<file path="config.mk">
export PLATFORM = sky130hd
export DESIGN_NAME = parity_check_32
export DESIGN_NICKNAME = d
export VERILOG_FILES = /design/src/rtl/parity_check_32.sv
export SDC_FILE = /design/constraint.sdc
export NUM_CORES = 1
export LEC_CHECK = 0
export BUFFER_PORTS_ARGS = -buffer_cell sky130_fd_sc_hd__buf_2
export CORE_MARGIN = 2
export CORE_UTILIZATION = 44
export DETAILED_ROUTE_END_ITERATION = 6
export PLACE_DENSITY = 0.77
export REMOVE_ABC_BUFFERS = 1
export SYNTH_ARGS = -nofsm -noshare
export SYNTH_HDL_FRONTEND = slang
export SYNTH_SLANG_ARGS = --single-unit
</file>
<file path="constraint.sdc">
create_clock -name clk -period 2.4 [get_ports clk]
set_clock_uncertainty 0.2 [all_clocks]
set_input_delay 0.24 -clock clk [delete_from_list [all_inputs] [get_ports clk]]
set_output_delay 0.24 -clock clk [all_outputs]
set_load 0.01 [all_outputs]
</file>
<file path="src/rtl/parity_check_32.sv">
// parity_check_32: receive-side parity checker for a valid/ready word stream.
// Each accepted word is recomputed against its parity bit and forwarded one
// cycle later with a parity-error flag. A small frame FSM accumulates errors
// across a frame and pulses frame_done/frame_err when the last word is taken.
// A saturating counter tracks bad words since reset or the last clear.
module parity_check_32 #(
  parameter int DATA_W = 32,
  parameter int CNT_W  = 16,
  parameter bit ODD    = 1'b0
) (
  input  logic              clk,
  input  logic              rst_n,
  input  logic              in_valid,
  output logic              in_ready,
  input  logic [DATA_W-1:0] in_data,
  input  logic              in_parity,
  input  logic              in_last,
  output logic              out_valid,
  input  logic              out_ready,
  output logic [DATA_W-1:0] out_data,
  output logic              out_last,
  output logic              out_perr,
  output logic              frame_done,
  output logic              frame_err,
  output logic [CNT_W-1:0]  err_count,
  input  logic              clr_count
);

  typedef enum logic [0:0] {
    ST_IDLE   = 1'b0,
    ST_ACTIVE = 1'b1
  } state_t;

  // Parity error of one word: 0 for a good word under the selected sense.
  function automatic logic calc_perr(input logic [DATA_W-1:0] data,
                                     input logic              parity);
    return (^data) ^ parity ^ ODD;
  endfunction

  // Next value of the error counter: clear wins, otherwise saturating +1.
  function automatic logic [CNT_W-1:0] next_count(input logic [CNT_W-1:0] cur,
                                                  input logic             clr,
                                                  input logic             bump);
    logic [CNT_W-1:0] res;
    if (clr) begin
      res = bump ? CNT_W'(1'b1) : {CNT_W{1'b0}};
    end else if (bump && (cur != {CNT_W{1'b1}})) begin
      res = cur + CNT_W'(1'b1);
    end else begin
      res = cur;
    end
    return res;
  endfunction

  logic   accept_s;
  logic   perr_s;
  state_t state_r;
  state_t state_next_s;
  logic   acc_r;
  logic   acc_next_s;
  logic   pulse_s;
  logic   ferr_s;

  // Upstream may push whenever the output register is empty or draining.
  assign in_ready = !out_valid | out_ready;
  assign accept_s = in_valid & in_ready;
  assign perr_s   = calc_perr(in_data, in_parity);

  // Frame FSM state register together with the running frame error flag.
  always_ff @(posedge clk) begin
    if (!rst_n) begin
      state_r <= ST_IDLE;
      acc_r   <= 1'b0;
    end else begin
      state_r <= state_next_s;
      acc_r   <= acc_next_s;
    end
  end

  // Frame FSM next state: only an accepted word moves the frame along.
  always_comb begin
    state_next_s = state_r;
    case (state_r)
      ST_IDLE: begin
        if (accept_s) begin
          state_next_s = in_last ? ST_IDLE : ST_ACTIVE;
        end else begin
          state_next_s = ST_IDLE;
        end
      end
      ST_ACTIVE: begin
        if (accept_s) begin
          state_next_s = in_last ? ST_IDLE : ST_ACTIVE;
        end else begin
          state_next_s = ST_ACTIVE;
        end
      end
      default: begin
        state_next_s = ST_IDLE;
      end
    endcase
  end

  // Frame FSM outputs: accumulator update and the close-of-frame pulse.
  always_comb begin
    acc_next_s = acc_r;
    pulse_s    = 1'b0;
    ferr_s     = 1'b0;
    case (state_r)
      ST_IDLE: begin
        if (accept_s) begin
          acc_next_s = in_last ? 1'b0 : perr_s;
          pulse_s    = in_last;
          ferr_s     = perr_s;
        end else begin
          acc_next_s = acc_r;
        end
      end
      ST_ACTIVE: begin
        if (accept_s) begin
          acc_next_s = in_last ? 1'b0 : (acc_r | perr_s);
          pulse_s    = in_last;
          ferr_s     = acc_r | perr_s;
        end else begin
          acc_next_s = acc_r;
        end
      end
      default: begin
        acc_next_s = 1'b0;
      end
    endcase
  end

  // Output register: load on accept, drop valid when drained, else hold.
  always_ff @(posedge clk) begin
    if (!rst_n) begin
      out_valid <= 1'b0;
      out_data  <= {DATA_W{1'b0}};
      out_last  <= 1'b0;
      out_perr  <= 1'b0;
    end else if (accept_s) begin
      out_valid <= 1'b1;
      out_data  <= in_data;
      out_last  <= in_last;
      out_perr  <= perr_s;
    end else if (out_ready) begin
      out_valid <= 1'b0;
    end else begin
      out_valid <= out_valid;
    end
  end

  // Frame status: one-cycle pulse aligned with the last word appearing.
  always_ff @(posedge clk) begin
    if (!rst_n) begin
      frame_done <= 1'b0;
      frame_err  <= 1'b0;
    end else begin
      frame_done <= pulse_s;
      frame_err  <= pulse_s & ferr_s;
    end
  end

  // Cumulative bad-word counter with synchronous clear.
  always_ff @(posedge clk) begin
    if (!rst_n) begin
      err_count <= {CNT_W{1'b0}};
    end else begin
      err_count <= next_count(err_count, clr_count, accept_s & perr_s);
    end
  end

endmodule
</file>
Yosys cells after proc, flatten, opt, wreduce, memory -nomap -nowiden:

Index checks and enable logic that the tools add are counted.

* register bits after elaboration: 55

* add/subtract/negate cells: 1
* eq/ne operators: 3
* multiplexer cells: 18
* bitwise operators: 7
* reductions and logical operators: 6

Operators with widths (count)
* 16-bit two-way mux: 2
* 32-bit parity: 1
* 16-bit by 1-bit adder with 16-bit output (second input constant): 1
* 16-bit != test (second input constant): 1
* 1-bit two-way mux: 13
* 1-bit case mux with 2 select lines: 3
* 2-bit != test (second input constant): 2
* 2-bit nonzero test: 2
* 1-bit AND: 3
* 1-bit OR: 2
* 2-bit AND reduction: 1
* 1-bit logical AND: 1
* 1-bit logical NOT: 1
* 1-bit NOT: 1
* 1-bit XOR: 1

Depth between registers and ports, before layout:

Gate-level depths: netlist (run 1).

* depth in word-level cells: 7
* mapped depth: 10

Worst setup path before layout (run 1):

Ideal clock, no wire load.

* path type: in2reg
* start point: input port in_data[9]
* end point: register err_count[10]
* setup time: 70 ps
* arrival time: 2134 ps
* data required time: 2130 ps
* path slack: -5 ps
* stages: 8
* cell sequence: xor2_1 xnor2_1 xnor2_2 xnor3_2 mux2_4 buf_6 or4_1 a21oi_1

* longest elaborated chain between the ends: 5

Ends and longest elaborated chain
* start: declaration: line 15 `input logic [DATA_W-1:0] in_data,`
* 32-bit parity: line 37 `return (^data) ^ parity ^ ODD;`
* 1-bit XOR: line 37
* 1-bit AND: line 169 `err_count <= next_count(err_count, clr_count, accept_s & perr_s);`
* 1-bit logical AND: line 47 `end else if (bump && (cur != {CNT_W{1'b1}})) begin`
* 2-bit nonzero test (no source line)
* end signal: assignment: line 167 `err_count <= {CNT_W{1'b0}};`
* end signal: assignment: line 169
* end: declaration: line 25 `output logic [CNT_W-1:0] err_count,`

Every way passes these cells.
A chain may end at the register's enable or synchronous reset.

Worst setup path after layout (run 1):

* start point: input port in_data[4]
* end point: register err_count[12]

Same word-level chain as after synthesis.

==> flow_summary.json, run 1 <==
{
  "run_status": "complete, no violations",
  "syn_area_per_cell_um2": 8.51,
  "finalHoldViolCount": 0,
  "total_leakage_power_nw": 1.60,
  "finalSetupTns_ns": 0,
  "post_layout_nonfiller_instances": 495,
  "most_used_cell_cp": "xnor2_2",
  "dp_cells": 475,
  "drv_slew": 0,
  "finish.net_count": 464,
  "design.portCount": 93,
  "synth-seq-cells": 55,
  "worst_margin_pin_slew_ns": 0.412,
  "synth_top_cell_area_share_pct": 43.0,
  "buffer_levels_on_the_longest_clock_path": 2,
  "grt_remaining_overflow": 0,
  "gp_congestion": 0.826,
  "yosys.cell_types.count": 36,
  "ys_top_cells_by_area": "dfxtp_1 (43%), nand2_1 (12%), a21boi_0 (11%)",
  "chipHeight_um": 80.3,
  "synth-seq-area-share_pct": 43.0,
  "detail_route.first_pass.iterations": 4,
  "reg2reg_setup_slack_ns": 0.07,
  "critical_path.startpoint_type": "input pin",
  "cap_viol_max_count": 0,
  "critical_path.slowest_cell": "or4_4",
  "final-setup-viol-count": 0,
  "path_max_fanout": 5,
  "cts_inserted_buffers": 5,
  "htree_levels": 2,
  "yosysWarnings": 0,
  "clockRootBuffer": "clkbuf_8",
  "die_footprint_um2": 6450,
  "initial_core_util_pct": 46.0,
  "finalWorstPathRequiredPeriod_ns": 2.34,
  "vias": 2522,
  "vdd.ir_drop.worst_mv": 0.467,
  "clkLatencyLatePin_ns": 0.30,
  "grt_setup_unrepaired": "true",
  "yosys.area.top_type": "dfxtp_1",
  "via_per_inst": 5.09,
  "cell_count_of_the_worst_reg_to_reg_path": 9,
  "drt-wirelength-per-cell_um": 13.9,
  "syn-instance-count": 301,
  "clock_tree_from_tritoncts": "done",
  "dpl.hpwl_um": 4440,
  "netlist_area_um2": 2560,
  "worst-setup-path-type": "in -> reg",
  "rows": 27,
  "regToRegStartpoint": "err_count[0]$_SDFFE_PN0P_",
  "timing.critical_path.slowest_cell_delay_ns": 0.54,
  "via_count_of_the_first_global_routing_pass": 2316,
  "worst-endpoint-arrival_ns": 2.39,
  "drt_antenna_net_count": 0,
  "share_of_cells_above_drive_strength_1_pct": 35.9,
  "timing.hold.worst.class": "in -> reg",
  "global_route.usage.total_pct": 19.6,
  "slew_headroom_pct": 72.0,
  "cts_num_sinks": 55,
  "critical_path.reg2reg.endpoint": "err_count[12]$_SDFFE_PN0P_",
  "path_cells": "buf_2 > xnor2_1 > xnor2_2 > xnor2_2 > xnor3_2 > mux2_4 > or4_4 > a21oi_2",
  "diodes": 0,
  "wire_length_of_the_first_global_routing_pass_um": 10100,
  "achievable-frequency_mhz": 427,
  "die_w_um": 80.3,
  "crit_required_ns": 2.44,
  "drt_iter0_drc": 119,
  "io_buffer_count": 92,
  "drc": 0,
  "area.growth.synth_to_final_pct": 41.1,
  "fp.coreArea_um2": 5570,
  "endpoint": "err_count[12]$_SDFFE_PN0P_",
  "layout_worst_path_cycle_share_pct": 97.7,
  "route.final.wire_length_um": 6880,
  "grt_antenna_before_repair": 0,
  "pin_count_of_the_biggest_net_entering_global_routing": 41,
  "critPathLaunch": "in_data[4]",
  "cellPowerDensity_nw_per_um2": 651,
  "total_power_mw": 2.35,
  "kind_of_end_point_of_the_critical_path": "register",
  "worst_setup_hold_path_clk_slew_ns": 0.09
}
## cells in the final DEF (no fill, tap or decap), types with 4 or more instances in the layout
master	netlist	final
xnor2_2	1	8
dlygate4sd3_1	0	10
clkbuf_8	0	5
or3_1	6	5
xnor2_1	25	16
buf_6	1	4
o31ai_1	7	6
a21oi_1	13	11
buf_2	1	88
nand2_1	82	82
buf_4	0	29
nand3_1	9	9
dfxtp_1	55	55
o21ai_0	6	6
or4_1	8	7
a21boi_0	36	36
nor2_1	4	4
## final cells by class
cell class | instances | area (µm²)
fillers | 480 | 1960
multi-input cells | 227 | 1520
flip-flops and latches | 55 | 1100
repair buffers | 132 | 818
well taps | 72 | 90.1
clock buffers | 6 | 72.6
inverters | 3 | 11.3
## timing repair
| item | CTS | global route |
|---|---|---|
| setup buffers | 0 | 3 |
| hold buffers | 10 | 0 |
| endpoints found under the hold margin | 10 | 0 |
| cloned | 0 | 1 |
| pin swaps | 0 | 14 |
| resized for setup | 1 | 32 |
| setup endpoints to repair | 1 | 12 |
## state kept, by name, indices dropped and copies added (netlist names), named ones only
name and count:
acc_r 1, err_count 16, frame_done 1, frame_err 1, out_data 32, out_last 1
out_perr 1, out_valid 1
## metal layers
layer / up-vias / part of all wire [%] / global-route usage [%]
met5: - / 0 / 0
met4: 0 / 0.58 / 5.08
met3: 6 / 6.6 / 4.16
met2: 84 / 49 / 35.4
met1: 1166 / 44 / 23.5
li1: 1266 / - / -
## stage by stage
step                worst slack (ns)  instance area (µm²)  util [%]  hold slack (ns)
global placement              -0.236                 3240      58.2            0.247
global route                -0.00256                 3610      64.8         -0.00215
detailed placement            -0.277                 3240      58.2            0.253
CTS                          0.00519                 3420      61.4          0.00104
floorplan                     -0.153                 2490         -            0.156
finish                        0.0560                 3610      64.8          0.00234
## worst max-delay path: cells and delay by family
family                    cells  cell delay, ns
AOI/OAI and AO/OA             1            0.12
xor gates and xnor gates      4            0.99
buffers and inverters         1            0.11
muxes                         1            0.38
and+or+nand+nor               1            0.54
## power breakdown
part | switching [mW] | total [mW] | internal (mW) | leakage, nW
clock | 0.273 | 0.469 | 0.195 | 0.0371
combinational | 0.432 | 0.889 | 0.457 | 1.12
sequential | 0.0259 | 0.994 | 0.968 | 0.450
total | 0.731 | 2.35 | 1.62 | 1.60
## worst min path at each step
stage / start / endpoint / slack [ns] / depth (start not counted)
2_1_floorplan: rst_n / acc_r$_SDFFE_PN0P_ / 0.16 / 2
3_3_place_gp: out_data[27]$_SDFFE_PN0P_ / out_data[27]$_SDFFE_PN0P_ / 0.25 / 2
3_5_place_dp: out_data[11]$_SDFFE_PN0P_ / out_data[11]$_SDFFE_PN0P_ / 0.25 / 2
4_1_cts: in_data[12] / out_data[12]$_SDFFE_PN0P_ / 0.001 / 3
5_1_grt: in_data[12] / out_data[12]$_SDFFE_PN0P_ / -0.002 / 3
6_report: in_data[12] / out_data[12]$_SDFFE_PN0P_ / 0.002 / 3
## logic make-up after synthesis
group / Yosys count / share of synthesized area (%)
adder cells (fa/ha/maj): 1 / 0.488
flip-flops: 55 / 43.0
buffers and inverters: 20 / 3.27
XOR/XNOR: 31 / 12.0
AND/OR/NAND/NOR: 124 / 21.9
AO/OA/AOI/OAI: 66 / 17.6
multiplexers: 4 / 1.81
## Yosys cell counts (all sizes together)
library cell   n
buf            5
ha             1
clkbuf        12
nand3b         1
nor3           3
o31ai          7
o211a          1
nand2         82
mux2           2
or4b           1
mux2i          2
inv            3
nand2b         2
a31o           1
dfxtp         55
or4            8
nor2           4
nor2b          1
nand4          1
o211ai         1
xnor3          2
a31oi          1
a21boi        36
o21ai          6
nand3          9
a21oi         13
and3           3
xor2           3
and2           3
or3            6
xnor2         26
(Power assumes the default switching activity.)
==> run 2: changes to the inputs <==
CORE_MARGIN = unset   (was 2)
==> flow_summary.json, run 2 (same netlist as run 1, synthesis figures left out) <==
{
  "crit_required_ns": 2.45,
  "regMostFlops": "out_data",
  "worst-setup-path-type": "in -> reg",
  "reg2reg_setup_slack_ns": 0.11,
  "fp.coreArea_um2": 5570,
  "clockRootBuffer": "clkbuf_8",
  "cell_count_of_the_worst_reg_to_reg_path": 9,
  "critical_path.startpoint_type": "input pin",
  "kind_of_end_point_of_the_critical_path": "register",
  "slew_headroom_pct": 62.6,
  "run_status": "complete, no violations",
  "finalWorstPathRequiredPeriod_ns": 2.35,
  "fin_hold_ws_ns": 0.00157,
  "route.final.wire_length_um": 6740,
  "total_leakage_power_nw": 1.62,
  "finish.net_count": 477,
  "worst-endpoint-arrival_ns": 2.40,
  "path_max_fanout": 6,
  "design.portCount": 93,
  "grt_antenna_before_repair": 0,
  "finalHoldViolCount": 0,
  "cap_viol_max_count": 0,
  "worst_margin_pin_slew_ns": 0.545,
  "via_count_of_the_first_global_routing_pass": 2415,
  "drt_iter0_drc": 86,
  "worst_setup_hold_path_clk_slew_ns": 0.10,
  "clock_tree_from_tritoncts": "done",
  "cts_inserted_buffers": 5,
  "via_per_inst": 5.09,
  "dp_cells": 480,
  "wire_length_of_the_first_global_routing_pass_um": 10700,
  "grt_remaining_overflow": 0,
  "drt-wirelength-per-cell_um": 13.2,
  "drt_antenna_net_count": 0,
  "global_route.usage.total_pct": 21.7,
  "grt_setup_unrepaired": "false",
  "die_w_um": 78.3,
  "area.growth.synth_to_final_pct": 41.7,
  "gp_congestion": 0.821,
  "rows": 27,
  "worst_hold_path.num_cells": 3,
  "clkLatencyLatePin_ns": 0.31,
  "cellPowerDensity_nw_per_um2": 685,
  "htree_levels": 2,
  "drc": 0,
  "die_footprint_um2": 6130,
  "vias": 2595,
  "share_of_cells_above_drive_strength_1_pct": 32.9,
  "io_buffer_count": 92,
  "detail_route.first_pass.iterations": 4,
  "regToRegStartpoint": "err_count[0]$_SDFFE_PN0P_",
  "initial_core_util_pct": 46.0,
  "chipHeight_um": 78.3,
  "buffer_levels_on_the_longest_clock_path": 2,
  "critPathLaunch": "in_data[25]",
  "cts_num_sinks": 55,
  "reg.largest.list": "out_data (32), err_count (16)",
  "vdd.ir_drop.worst_mv": 0.420,
  "drv_slew": 0,
  "post_layout_nonfiller_instances": 510,
  "timing.hold.worst.class": "in -> reg",
  "leading_cell_type_in_the_layout_fill_and_taps_excluded": "buf_2",
  "final-setup-viol-count": 0,
  "dpl.hpwl_um": 4520,
  "achievable-frequency_mhz": 426,
  "worst_hold_startpoint": "in_data[23]",
  "largest_register_ffs": 32,
  "layout_worst_path_cycle_share_pct": 97.9,
  "pin_count_of_the_biggest_net_entering_global_routing": 38,
  "layout.cells.most_common_list": "buf_2 (92), nand2_1 (81), dfxtp_1 (55), a21boi_0 (36), buf_4 (34)",
  "diodes": 0
}
-- run 2: timing repair --
item | 4_1_cts | 5_1_grt
setup buffers | 0 | 2
cloned | 0 | 1
endpoints found under the hold margin | 18 | 1
resized for setup | 1 | 3
setup endpoints to repair | 3 | 9
hold buffers | 18 | 1
pin swaps | 0 | 2
-- run 2: path summary, 6_finish.rpt --
kind	to
worst min register to register	out_data[21]$_SDFFE_PN0P_
worst min-delay path	out_data[23]$_SDFFE_PN0P_
worst max-delay path	err_count[12]$_SDFFE_PN0P_
worst max register to register	err_count[12]$_SDFFE_PN0P_
-- run 2: final cells by class --
cell class,count,area (µm²)
Clock buffer,5,68.8
Clock inverter,3,46.3
Fill cell,462,1940
Inverter,3,11.3
Multi-Input combinational cell,227,1410
Sequential cell,55,1100
Tap cell,72,90.1
Timing Repair Buffer,145,906
-- run 2: worst max-delay path, cell delays in order --
cell      delay [ns]
buf_2           0.12
xnor2_1         0.13
xnor2_1         0.26
xnor3_1         0.46
nand3b_1        0.22
mux2_4          0.32
or4_1           0.49
a21oi_1         0.16
-- run 2: through the flow --
step / worst slack [ns] / TNS [ns] / utilization [%] / instance area, µm² / total power, mW
global route: 0.000853 / 0 / 65.1 / 3630 / 2.60
CTS: 0.0151 / 0 / 64.2 / 3580 / 2.42
finish: 0.0503 / 0 / 65.1 / 3630 / 2.49
detailed placement: -0.285 / -3.37 / 58.9 / 3280 / 1.77
floorplan: -0.153 / -0.950 / - / 2490 / 1.44
global placement: -0.233 / -2.50 / 58.9 / 3280 / 1.76
-- run 2: per-layer routing --
layer	track usage (%)	share of wire [%]
met5	0	0
met4	5.93	1.4
met3	4.88	6.3
met2	38.7	48
met1	26.2	44
-- run 2: power by group --
| group | switching, mW | internal [mW] |
|---|---|---|
| combinational | 0.406 | 0.451 |
| clock | 0.320 | 0.315 |
| sequential | 0.0276 | 0.968 |
